File: src/rtl/key_scheduler.sv
// RC4 key-scheduling stage: fills S-RAM with the identity permutation, then
// runs the 256-iteration KSA swap loop with the latched secret key and pulses
// `finished` when the permutation is complete. Owns the S-RAM port while busy.
module key_scheduler #(
    parameter int RAM_WIDTH  = 8,
    parameter int RAM_LENGTH = 8,
    parameter int KEY_LENGTH = 3
) (
    input  logic                    clk,
    input  logic                    reset,
    input  logic                    start,
    input  logic [8*KEY_LENGTH-1:0] secretKey,
    input  logic [RAM_WIDTH-1:0]    sOut,
    output logic [RAM_LENGTH-1:0]   sAddr,
    output logic [RAM_WIDTH-1:0]    sIn,
    output logic                    sWren,
    output logic                    busy,
    output logic                    finished,
    output logic [7:0]              iTap,
    output logic [7:0]              jTap
);

    typedef enum logic [2:0] {
        IDLE,
        INIT,
        K_ADDR_I,
        K_READ_SI,
        K_READ_SJ,
        K_WRITE_I,
        K_WRITE_J,
        DONE
    } state_t;

    state_t                    state_q, state_d;
    logic [7:0]                i_q, i_d;
    logic [7:0]                j_q, j_d;
    logic [RAM_WIDTH-1:0]      si_q, si_d;
    logic [RAM_WIDTH-1:0]      sj_q, sj_d;
    logic [8*KEY_LENGTH-1:0]   key_q, key_d;
    logic                      start_prev_q;
    logic                      start_sig;
    logic [7:0]                key_byte;
    int                        key_idx;

    assign start_sig = start & ~start_prev_q;

    // Select key byte i mod KEY_LENGTH; byte 0 sits in the most significant slot.
    always_comb begin
        key_idx  = int'(i_q) % KEY_LENGTH;
        key_byte = key_q[8*KEY_LENGTH-1-8*key_idx -: 8];
    end

    // Next-state and datapath updates for the fill and swap sequence.
    always_comb begin
        state_d = state_q;
        i_d     = i_q;
        j_d     = j_q;
        si_d    = si_q;
        sj_d    = sj_q;
        key_d   = key_q;
        case (state_q)
            IDLE: begin
                if (start_sig) begin
                    key_d   = secretKey;
                    i_d     = 8'd0;
                    j_d     = 8'd0;
                    state_d = INIT;
                end
            end
            INIT: begin
                i_d = i_q + 8'd1;
                if (i_q == 8'hFF) state_d = K_ADDR_I;
            end
            K_ADDR_I: state_d = K_READ_SI;
            K_READ_SI: begin
                // sOut now holds S[i]; j update is 8-bit and wraps naturally.
                si_d    = sOut;
                j_d     = j_q + 8'(sOut) + key_byte;
                state_d = K_READ_SJ;
            end
            K_READ_SJ: begin
                sj_d    = sOut;
                state_d = K_WRITE_I;
            end
            K_WRITE_I: state_d = K_WRITE_J;
            K_WRITE_J: begin
                if (i_q == 8'hFF) begin
                    state_d = DONE;
                end else begin
                    i_d     = i_q + 8'd1;
                    state_d = K_ADDR_I;
                end
            end
            DONE: begin
                i_d     = 8'd0;
                j_d     = 8'd0;
                state_d = IDLE;
            end
            default: state_d = IDLE;
        endcase
    end

    // S-RAM port drive decoded from the current state; the j read address is
    // forwarded from the update so the S[j] read lands one cycle later.
    always_comb begin
        sAddr    = '0;
        sIn      = '0;
        sWren    = 1'b0;
        finished = 1'b0;
        case (state_q)
            INIT: begin
                sAddr = RAM_LENGTH'(i_q);
                sIn   = RAM_WIDTH'(i_q);
                sWren = 1'b1;
            end
            K_ADDR_I:  sAddr = RAM_LENGTH'(i_q);
            K_READ_SI: sAddr = RAM_LENGTH'(j_d);
            K_READ_SJ: sAddr = RAM_LENGTH'(j_q);
            K_WRITE_I: begin
                sAddr = RAM_LENGTH'(i_q);
                sIn   = sj_q;
                sWren = 1'b1;
            end
            K_WRITE_J: begin
                sAddr = RAM_LENGTH'(j_q);
                sIn   = si_q;
                sWren = 1'b1;
            end
            DONE:    finished = 1'b1;
            default: ;
        endcase
    end

    assign busy = (state_q != IDLE);
    assign iTap = i_q;
    assign jTap = j_q;

    // State registers; the start history is tracked through reset so a start
    // held across reset is not seen as a fresh edge.
    always_ff @(posedge clk) begin
        start_prev_q <= start;
        if (reset) begin
            state_q <= IDLE;
            i_q     <= 8'd0;
            j_q     <= 8'd0;
            si_q    <= '0;
            sj_q    <= '0;
            key_q   <= '0;
        end else begin
            state_q <= state_d;
            i_q     <= i_d;
            j_q     <= j_d;
            si_q    <= si_d;
            sj_q    <= sj_d;
            key_q   <= key_d;
        end
    end

endmodule
File: config.mk
export PLATFORM = sky130hd
export DESIGN_NAME = key_scheduler
export DESIGN_NICKNAME = d
export VERILOG_FILES = /design/src/rtl/key_scheduler.sv
export SDC_FILE = /design/constraint.sdc
export NUM_CORES = 1
export LEC_CHECK = 0
export CORE_ASPECT_RATIO = 0.9
export CORE_UTILIZATION = 58
export DETAILED_ROUTE_END_ITERATION = 12
export PLACE_DENSITY_LB_ADDON = 0.3
export SYNTH_ARGS = -nofsm -noshare
export SYNTH_HDL_FRONTEND = slang
export SYNTH_SLANG_ARGS = --single-unit
File: constraint.sdc
create_clock -name clk -period 23.8 [get_ports clk]
set_clock_uncertainty 0.15 [all_clocks]
set_input_delay 2.38 -clock clk [delete_from_list [all_inputs] [get_ports clk]]
set_output_delay 2.38 -clock clk [all_outputs]
set_load 0.02 [all_outputs]
==> run_results.csv, run 1 <==
group,metric,value,unit
timing,grt_setup_unrepaired,"false",
power,p_int,177,uW
timing,period_needed,12.14,ns
synthesis,synth-edff-count,0,
clock_network,post_cts_buffers,0,
floorplan,dieArea,7460,sq um
synthesis,synth_warnings,0,
power,p_comb_share,14.3,%
timing,fin_setup_tns,0,ns
route,viasPerCell,6.24,
route,drt-initial-drc-count,322,
worst_setup_path,crit_path_max_incr_delay,0.86,ns
place,place_area,4780,sq um
cells_and_area,final_area,4990,sq um
floorplan,core_area,6730,sq um
global_route,grt_pass1_wl,19100,um
cells_and_area,fill_cells,498,
route,wl_per_cell,18.2,um
cells_and_area,multiInputGateArea,2720,sq um
synthesis,ys.flop_type,"dfxtp_1",
floorplan,start_util,61.4,%
floorplan,boundaryPins,70,
place,gp_congestion,0.913,
synthesis,syn-cell-area,4130,sq um
timing,relSlewSlack,25.5,%
worst_hold_path,hold_path.class,"flip-flop to flip-flop",
route,drt_wl_total,12000,um
cells_and_area,fin_nets,625,
timing,finalWorstSetupSlack,11.66,ns
clock_network,clockRootBuffer,"clkbuf_8",
clock_network,numCtsBuffers,9,
route,vias,4131,
clock_network,clk_latency,0.35,ns
place,dp.cells,648,
place,pre_cts_ws,12.15,ns
synthesis,ys_seq_area_share,29.1,%
power,p_sw_share,26.0,%
worst_setup_path,crit_top_cell,"ha_1",
cells_and_area,final_layout_size_suffix_gt1_share,8.22,%
worst_setup_path,crit_fanout,17,
synthesis,synth_cell_type_count,71,
synthesis,ys_ff_latch,60,
power,finalPower,239,uW
floorplan,fp.dieW,90.9,um
clock_network,cts_buffer_depth,2,
clock_network,post_cts_resized,0,
power,vdd_drop_max,0.0367,mV
power,leakage,1.88,nW
power,seq_power_share,44.3,%
clock_network,htree_num_levels,3,
worst_setup_path,worst_ep_arrival_time,9.61,ns
worst_setup_path,path_class,"flip-flop to primary output",
worst_setup_path,startpoint_type,"flip-flop",
place,numPortBuffers,69,
timing,post-route-period-util,51.0,%
clock_network,cts.reportedPaths.clkPinSlew,0.07,ns
synthesis,async_flop_share,0,%
timing,worst_slew_pin_slew,1.12,ns
global_route,overflow,0,
power,power-per-cell-area,47.9,nW/um^2
synthesis,synth.net_count,576,
floorplan,rows,28,
clock_network,cts_tree,"built",
timing,drv_slew,0,
global_route,grt_pass1_vias,3982,
synthesis,synth_area_per_cell,7.94,sq um
timing,hold_viol,0,
global_route,grt_max_degree,56,
cells_and_area,antenna_cells,0,
route,dr.pass1.iters,7,
cells_and_area,layoutNonFillerInstCount,662,
worst_setup_path,critPathSlowestCell,"xnor2_1",
flow_run,max_cap_viol_count,0,
timing,setup_viol,0,
route,drc_errors,0,
global_route,track_usage,32.8,%
clock_network,cts_sinks,60,
worst_setup_path,critical_path_required,21.27,ns
synthesis,netlist_instances,520,
timing,max_freq,0.0824,GHz
global_route,antenna_found_initial,0,
cells_and_area,seqCellArea,1200,sq um
power,clkPwrFrac,41.4,%
timing,whs,0.306,ns
run_status,status,"complete, no violations",
place,place.detailed.hpwl,8430,um
route,drtAntennaViolNets,0,
cells_and_area,final_util,74.2,%
cells_and_area,area_growth,20.9,%
power,switchingPower,62.1,uW
floorplan,die_h,82.0,um
clock_network,cts_hold_buf,0,
worst_setup_path,cp-end-kind,"primary output",
-- final timing paths --
check / cells after the start / slack, ns / end / startpoint
hold reg to reg: 2 / 0.31 / si_q[4] / si_q[4]
setup reg to reg: 33 / 14.75 / jTap[7] / iTap[7]
setup / recovery: 34 / 11.66 / sAddr[7] / iTap[7]
hold / removal: 2 / 0.31 / si_q[4] / si_q[4]
-- synthesized netlist by cell type (3+ instances only) --
library cell,n,area [sq um]
mux2_2,8,90.1
mux2i_1,15,150
a22o_1,16,140
and2_1,5,31.3
ha_1,13,163
nand3b_1,3,22.5
o21ai_0,17,85.1
a21o_1,4,30.0
a22oi_1,22,165
nor4_1,3,18.8
nor3_1,4,20.0
o21bai_1,4,30.0
clkbuf_1,24,90.1
xnor2_1,14,123
fa_1,8,160
nand2_1,92,345
a31oi_1,5,31.3
a21oi_1,52,260
or2_2,3,18.8
nand3_1,5,25.0
nand2b_1,7,43.8
xor2_1,3,26.3
or3_1,4,25.0
and3_1,4,25.0
inv_1,14,52.6
nor2_1,48,180
a211oi_1,3,22.5
buf_4,3,22.5
dfxtp_1,60,1200
o22ai_1,3,18.8
nor2b_1,6,37.5
-- cells by family after synthesis --
kind of cell,count (synthesis),synth area share [%]
compound gates,148,24.7
buf+inv,47,5.12
fa+ha+maj,21,7.82
mux,23,5.82
flops,60,29.1
xor+xnor,17,3.61
simple gates,204,23.8
-- layer usage --
metal | vias to the layer above | track usage, % | wire, um
met5 | - | 0 | 0
met4 | 0 | 12.9 | 251
met3 | 40 | 7.50 | 1100
met2 | 243 | 53.5 | 5450
met1 | 1905 | 42.6 | 5220
li1 | 1943 | - | -
-- registers in the layout (all words and copies together), names as in the netlist --
register / cells
iTap: 8
si_q: 8
sj_q: 8
state_q: 3
key_q: 24
start_prev_q: 1
jTap: 8
-- final cells by class --
type,instances,share of cell area [%]
clock buffer,13,3.58
sequential,60,24.1
multi-input combinational,413,54.4
inverter,14,1.05
clock inverter,1,0.602
timing repair buffer,71,14.0
tap,90,2.26
-- worst max-delay path, delay by kind of cell (launching register included) --
family          cells  cell delay, ns
mux                 2            0.54
simple gates        9            1.94
flops               1            0.75
buf+inv             4            0.75
fa+ha+maj           7            2.13
xor+xnor            2            0.99
compound gates     10            2.11
-- layout by cell type (no fill, tap or decap), types with 4 or more instances in the layout --
master and n:
nand2_1 92, clkdlybuf4s50_1 68, dfxtp_1 60, a21oi_1 52, nor2_1 48, a22oi_1 22
o21ai_0 17, a22o_1 16, mux2i_1 15, xnor2_1 14, inv_1 14, ha_1 13
clkbuf_8 13, mux2_2 8, fa_1 8, nand2b_1 7, nor2b_1 6, a31oi_1 5
and2_1 5, nand3_1 5, and3_1 4, a21o_1 4, or3_1 4, nor3_1 4
o21bai_1 4
-- power by group through the flow --
| stage | Clock (mW) | Combinational (mW) | Sequential [mW] |
|---|---|---|---|
| finish | 0.0990 | 0.0343 | 0.106 |
| global route | 0.103 | 0.0373 | 0.106 |
| CTS | 0.0993 | 0.0338 | 0.106 |
| detailed placement | 0 | 0.0335 | 0.108 |
| global placement | 0 | 0.0323 | 0.108 |
| floorplan | 0 | 0.0214 | 0.107 |
Power figures use the tool's default switching activity.
==> run 2, diff against run 1 <==
Settings changed: CORE_UTILIZATION 58 to 49.
Clock period 23.8 ns to 10.7 ns, I/O delays scaled along.
==> run_results.csv, run 2 (synthesis results as in run 1) <==
group,metric,value,unit
run_status,status,"complete, no violations",
worst_hold_path,hold_start,"si_q[7]",
worst_hold_path,hold_path.class,"flip-flop to flip-flop",
clock_network,cts_sinks,60,
timing,hold_viol,0,
worst_setup_path,crit_top_cell,"ha_1",
timing,worst_slew_pin_slew,1.21,ns
worst_setup_path,startpoint,"iTap[6]",
route,wl_per_cell,17.0,um
route,drtAntennaViolNets,0,
global_route,grt_pass1_wl,18200,um
worst_setup_path,crit_path_max_incr_delay,0.63,ns
floorplan,fp.dieW,98.8,um
power,switchingPower,143,uW
worst_setup_path,path_class,"flip-flop to primary output",
global_route,track_usage,26.6,%
cells_and_area,area_growth,20.9,%
clock_network,cts.reportedPaths.clkPinSlew,0.07,ns
power,p_int,346,uW
clock_network,numCtsBuffers,9,
clock_network,htree_num_levels,3,
clock_network,cts_buffer_depth,2,
cells_and_area,mostFrequentLayoutCells,"nand2_1 (92), clkdlybuf4s50_1 (68), dfxtp_1 (59), a21oi_1 (52), nor2_1 (48)",
cells_and_area,final_util,61.6,%
place,gp_congestion,0.905,
timing,fin_setup_tns,0,ns
cells_and_area,antenna_cells,0,
place,place.detailed.hpwl,8290,um
floorplan,core_area,8110,sq um
timing,grt_setup_unrepaired,"false",
cells_and_area,fin_nets,627,
floorplan,dieArea,8800,sq um
clock_network,clockRootBuffer,"clkbuf_8",
floorplan,die_h,89.1,um
timing,relSlewSlack,19.5,%
worst_setup_path,critPathSlowestCell,"dfxtp_1",
route,drt-initial-drc-count,303,
power,vdd_drop_max,0.0787,mV
power,leakage,1.87,nW
worst_setup_path,worst_ep_arrival_time,9.02,ns
worst_setup_path,crit_fanout,12,
global_route,overflow,0,
power,p_comb_share,15.5,%
route,dr.pass1.iters,5,
power,p_sw_share,29.2,%
floorplan,boundaryPins,70,
clock_network,clk_latency,0.34,ns
power,power-per-cell-area,98.0,nW/um^2
timing,post-route-period-util,95.7,%
floorplan,start_util,50.9,%
power,seq_power_share,48.2,%
route,viasPerCell,5.92,
cells_and_area,regMostFlops,"key_q",
worst_setup_path,cp-end-kind,"primary output",
worst_setup_path,worstReg2RegStart,"iTap[6]",
route,vias,3993,
worst_setup_path,critical_path_required,9.48,ns
power,clkPwrFrac,36.3,%
cells_and_area,mostFrequentLayoutCell,"nand2_1",
worst_setup_path,startpoint_type,"flip-flop",
timing,period_needed,10.24,ns
route,drt_wl_total,11500,um
flow_run,max_cap_viol_count,0,
cells_and_area,final_layout_size_suffix_gt1_share,9.22,%
timing,drv_slew,0,
place,numPortBuffers,69,
clock_network,cts_tree,"built",
timing,max_freq,0.0976,GHz
route,drc_errors,0,
cells_and_area,largest_register_ffs,24,
cells_and_area,fill_cells,717,
global_route,grt_pass1_vias,3698,
floorplan,rows,31,
timing,setup_viol,0,
global_route,grt_max_degree,56,
global_route,antenna_found_initial,0,
## run 2: cell count changes in the layout (fill, tap and decap cells not counted), sizes merged
| cell | delta |
|---|---|
| buf | +2 |
| bufinv | -1 |
| clkinvlp | +2 |
| clkinv | +4 |
| clkbuf | -4 |
## run 2: critical path: cells and delay by family, from the launching register on
kind | cells | cell delay [ns]
buffers and inverters | 4 | 0.78
and+or+nand+nor | 10 | 2.29
adders and majority gates | 7 | 2.09
AOI/OAI and AO/OA | 9 | 2.03
muxes | 1 | 0.21
DFF | 1 | 0.63
xor gates and xnor gates | 3 | 0.66
## run 2: metrics by stage
step / setup slack (ns) / instances / area, sq um / power [mW] / hold WS (ns)
2_1_floorplan: 2.03 / 520 / 4130 / 0.285 / 0.282
3_3_place_gp: 0.745 / 656 / 4790 / 0.312 / 0.293
3_5_place_dp: 0.343 / 656 / 4790 / 0.314 / 0.298
4_1_cts: 0.164 / 671 / 4960 / 0.489 / 0.308
5_1_grt: 0.00181 / 674 / 4990 / 0.508 / 0.333
6_report: 0.455 / 674 / 4990 / 0.489 / 0.306
## run 2: final cells by class
type	count	area, sq um	area share (%)
Multi-Input combinational cell	413	2730	54.7
Sequential cell	60	1200	24.1
Timing Repair Buffer	73	716	14.3
Clock buffer	9	124	2.48
Tap cell	99	124	2.48
Inverter	14	52.6	1.05
Clock inverter	6	42.5	0.852
## run 2: what timing repair did
item / in CTS / in global routing
pin swaps: 0 / 1
hold buffers: 0 / 0
setup endpoints to repair: 1 / 3
buffers inserted: 0 / 3
gates resized for setup: 1 / 2
## run 2: path summary, 6_finish.rpt
| kind | to | slack, ns | depth (start not counted) |
|---|---|---|---|
| worst max-delay path | sAddr[7] | 0.46 | 34 |
| worst min register to register | si_q[7] | 0.31 | 2 |
| worst max register to register | jTap[7] | 2.28 | 33 |
| worst min-delay path | si_q[7] | 0.31 | 2 |
## run 2: metal layers
layer | global-route usage, % | share of wire (%) | wire length, um
met5 | 0 | 0 | 0
met4 | 12.2 | 1.9 | 219
met3 | 5.08 | 6.7 | 775
met2 | 43.9 | 47 | 5420
met1 | 34.2 | 44 | 5070
## run 2: power by group through the flow
stage	registers [mW]	logic (mW)	clock network, mW
final	0.236	0.0760	0.178
after global routing	0.236	0.0833	0.188
after global placement	0.240	0.0717	0
after floorplan	0.237	0.0477	0
after CTS	0.235	0.0741	0.180
after detailed placement	0.240	0.0736	0
==> run 3, diff against run 2 <==
Settings changed: CORE_UTILIZATION 49 to 58, DONT_BUFFER_PORTS from default to 1.
==> run_results.csv, run 3 (synthesis results as in run 1) <==
group,metric,value,unit
run_status,status,"complete, no violations",
floorplan,die_h,82.0,um
timing,whs,0.299,ns
timing,grt_setup_unrepaired,"false",
worst_hold_path,hold_path.class,"flip-flop to flip-flop",
worst_setup_path,crit_top_cell,"ha_1",
timing,setup_viol,0,
floorplan,fp.dieW,90.9,um
timing,relSlewSlack,24.5,%
route,drt_wl_total,10700,um
worst_setup_path,reg2reg_depth,33,
clock_network,cts.reportedPaths.clkPinSlew,0.06,ns
floorplan,boundaryPins,70,
route,dr.pass1.iters,5,
power,p_comb_share,11.0,%
worst_setup_path,worstReg2RegStart,"iTap[6]",
clock_network,cts_hold_buf,0,
timing,drv_slew,0,
place,dp.cells,578,
worst_setup_path,worst_ep_arrival_time,8.82,ns
power,switchingPower,126,uW
place,place.detailed.hpwl,7780,um
clock_network,cts_tree,"built",
power,vdd_drop_max,0.111,mV
route,drtAntennaViolNets,0,
global_route,antenna_found_initial,0,
cells_and_area,antenna_cells,0,
cells_and_area,mostFrequentLayoutCell,"nand2_1",
cells_and_area,final_area,4290,sq um
clock_network,post_cts_buffers,0,
power,leakage,1.62,nW
clock_network,numCtsBuffers,9,
place,numPortBuffers,0,
worst_setup_path,r2r-end,"jTap[7]",
clock_network,cts_buffer_depth,2,
cells_and_area,final_layout_size_suffix_gt1_share,9.54,%
worst_setup_path,path_class,"flip-flop to primary output",
timing,max_freq,0.0996,GHz
worst_setup_path,crit_fanout,12,
cells_and_area,regMostFlops,"key_q",
route,vias,3775,
clock_network,clockRootBuffer,"clkbuf_8",
floorplan,start_util,61.4,%
global_route,grt_pass1_vias,3379,
power,power-per-cell-area,114,nW/um^2
place,gp_congestion,0.888,
power,p_int,361,uW
global_route,overflow,0,
floorplan,core_area,6730,sq um
floorplan,rows,28,
route,wl_per_cell,18.0,um
worst_setup_path,crit_path_max_incr_delay,0.75,ns
worst_setup_path,cp-end-kind,"primary output",
place,place_area,4090,sq um
cells_and_area,mostFrequentLayoutCells,"nand2_1 (92), dfxtp_1 (59), a21oi_1 (52), nor2_1 (48), a22oi_1 (22)",
cells_and_area,area_growth,3.88,%
global_route,grt_max_degree,56,
floorplan,dieArea,7460,sq um
timing,fin_setup_tns,0,ns
timing,hold_viol,0,
timing,post-route-period-util,93.8,%
worst_setup_path,critical_path_required,9.48,ns
timing,period_needed,10.04,ns
clock_network,post_cts_resized,0,
route,viasPerCell,6.37,
cells_and_area,fin_nets,555,
cells_and_area,largest_register_ffs,24,
cells_and_area,layoutNonFillerInstCount,593,
clock_network,clk_latency,0.34,ns
clock_network,cts_sinks,60,
power,seq_power_share,48.5,%
global_route,grt_pass1_wl,17300,um
global_route,track_usage,29.6,%
worst_setup_path,crit_end,"sAddr[7]",
clock_network,htree_num_levels,3,
worst_setup_path,startpoint,"iTap[6]",
power,p_sw_share,25.9,%
route,drc_errors,0,
timing,worst_slew_pin_slew,1.13,ns
power,clkPwrFrac,40.5,%
route,drt-initial-drc-count,250,
flow_run,max_cap_viol_count,0,
worst_setup_path,critPathSlowestCell,"dfxtp_1",
worst_setup_path,regToRegSetupSlack,2.03,ns
power,finalPower,488,uW
worst_setup_path,startpoint_type,"flip-flop",
run 3: cell count changes in the layout (fill, tap and decap cells not counted), sizes merged:
cell / delta
buf: -4
bufinv: +1
clkbuf: +1
clkdlybuf4s50: -68
clkinv: -1
clkinvlp: -1
run 3: how the worst min path moves through the flow:
| stage | start | end | slack [ns] | cells after the start |
|---|---|---|---|---|
| floorplan | key_q[23] | key_q[23] | 0.28 | 2 |
| global placement | si_q[7] | si_q[7] | 0.29 | 2 |
| detailed placement | si_q[2] | si_q[2] | 0.29 | 2 |
| CTS | si_q[2] | si_q[2] | 0.30 | 2 |
| global route | si_q[5] | si_q[5] | 0.31 | 2 |
| finish | key_q[8] | key_q[8] | 0.30 | 2 |
run 3: power by group through the flow:
stage	clock network [mW]	logic, mW	registers [mW]
finish	0.198	0.0537	0.236
global route	0.212	0.0598	0.237
CTS	0.201	0.0532	0.236
detailed placement	0	0.0528	0.241
global placement	0	0.0510	0.241
floorplan	0	0.0477	0.237
run 3: critical path, delay by kind of cell (launching register included):
family	cells	cell delay [ns]
simple gates	11	2.82
fa+ha+maj	7	2.16
compound gates	8	1.72
flops	1	0.75
xor+xnor	3	0.58
buf+inv	3	0.24
mux	1	0.20
run 3: metrics by stage:
stage,setup slack (ns),utilization [%]
5_1_grt,0.0589,63.8
3_3_place_gp,1.01,60.8
2_1_floorplan,2.03,-
4_1_cts,0.329,63.6
6_report,0.664,63.8
3_5_place_dp,0.742,60.8
run 3: final cells by class:
| type | count | area [sq um] |
|---|---|---|
| tap | 90 | 113 |
| multi-input combinational | 413 | 2720 |
| timing repair buffer | 1 | 7.51 |
| inverter | 14 | 52.6 |
| clock inverter | 5 | 52.6 |
| fill | 601 | 2440 |
| sequential | 60 | 1200 |
| clock buffer | 10 | 138 |
run 3: layer usage:
metal | wire length (um) | track usage [%]
met1 | 4690 | 40.2
met2 | 4690 | 45.5
met3 | 1100 | 8.33
met4 | 203 | 10.0
met5 | 0 | 0
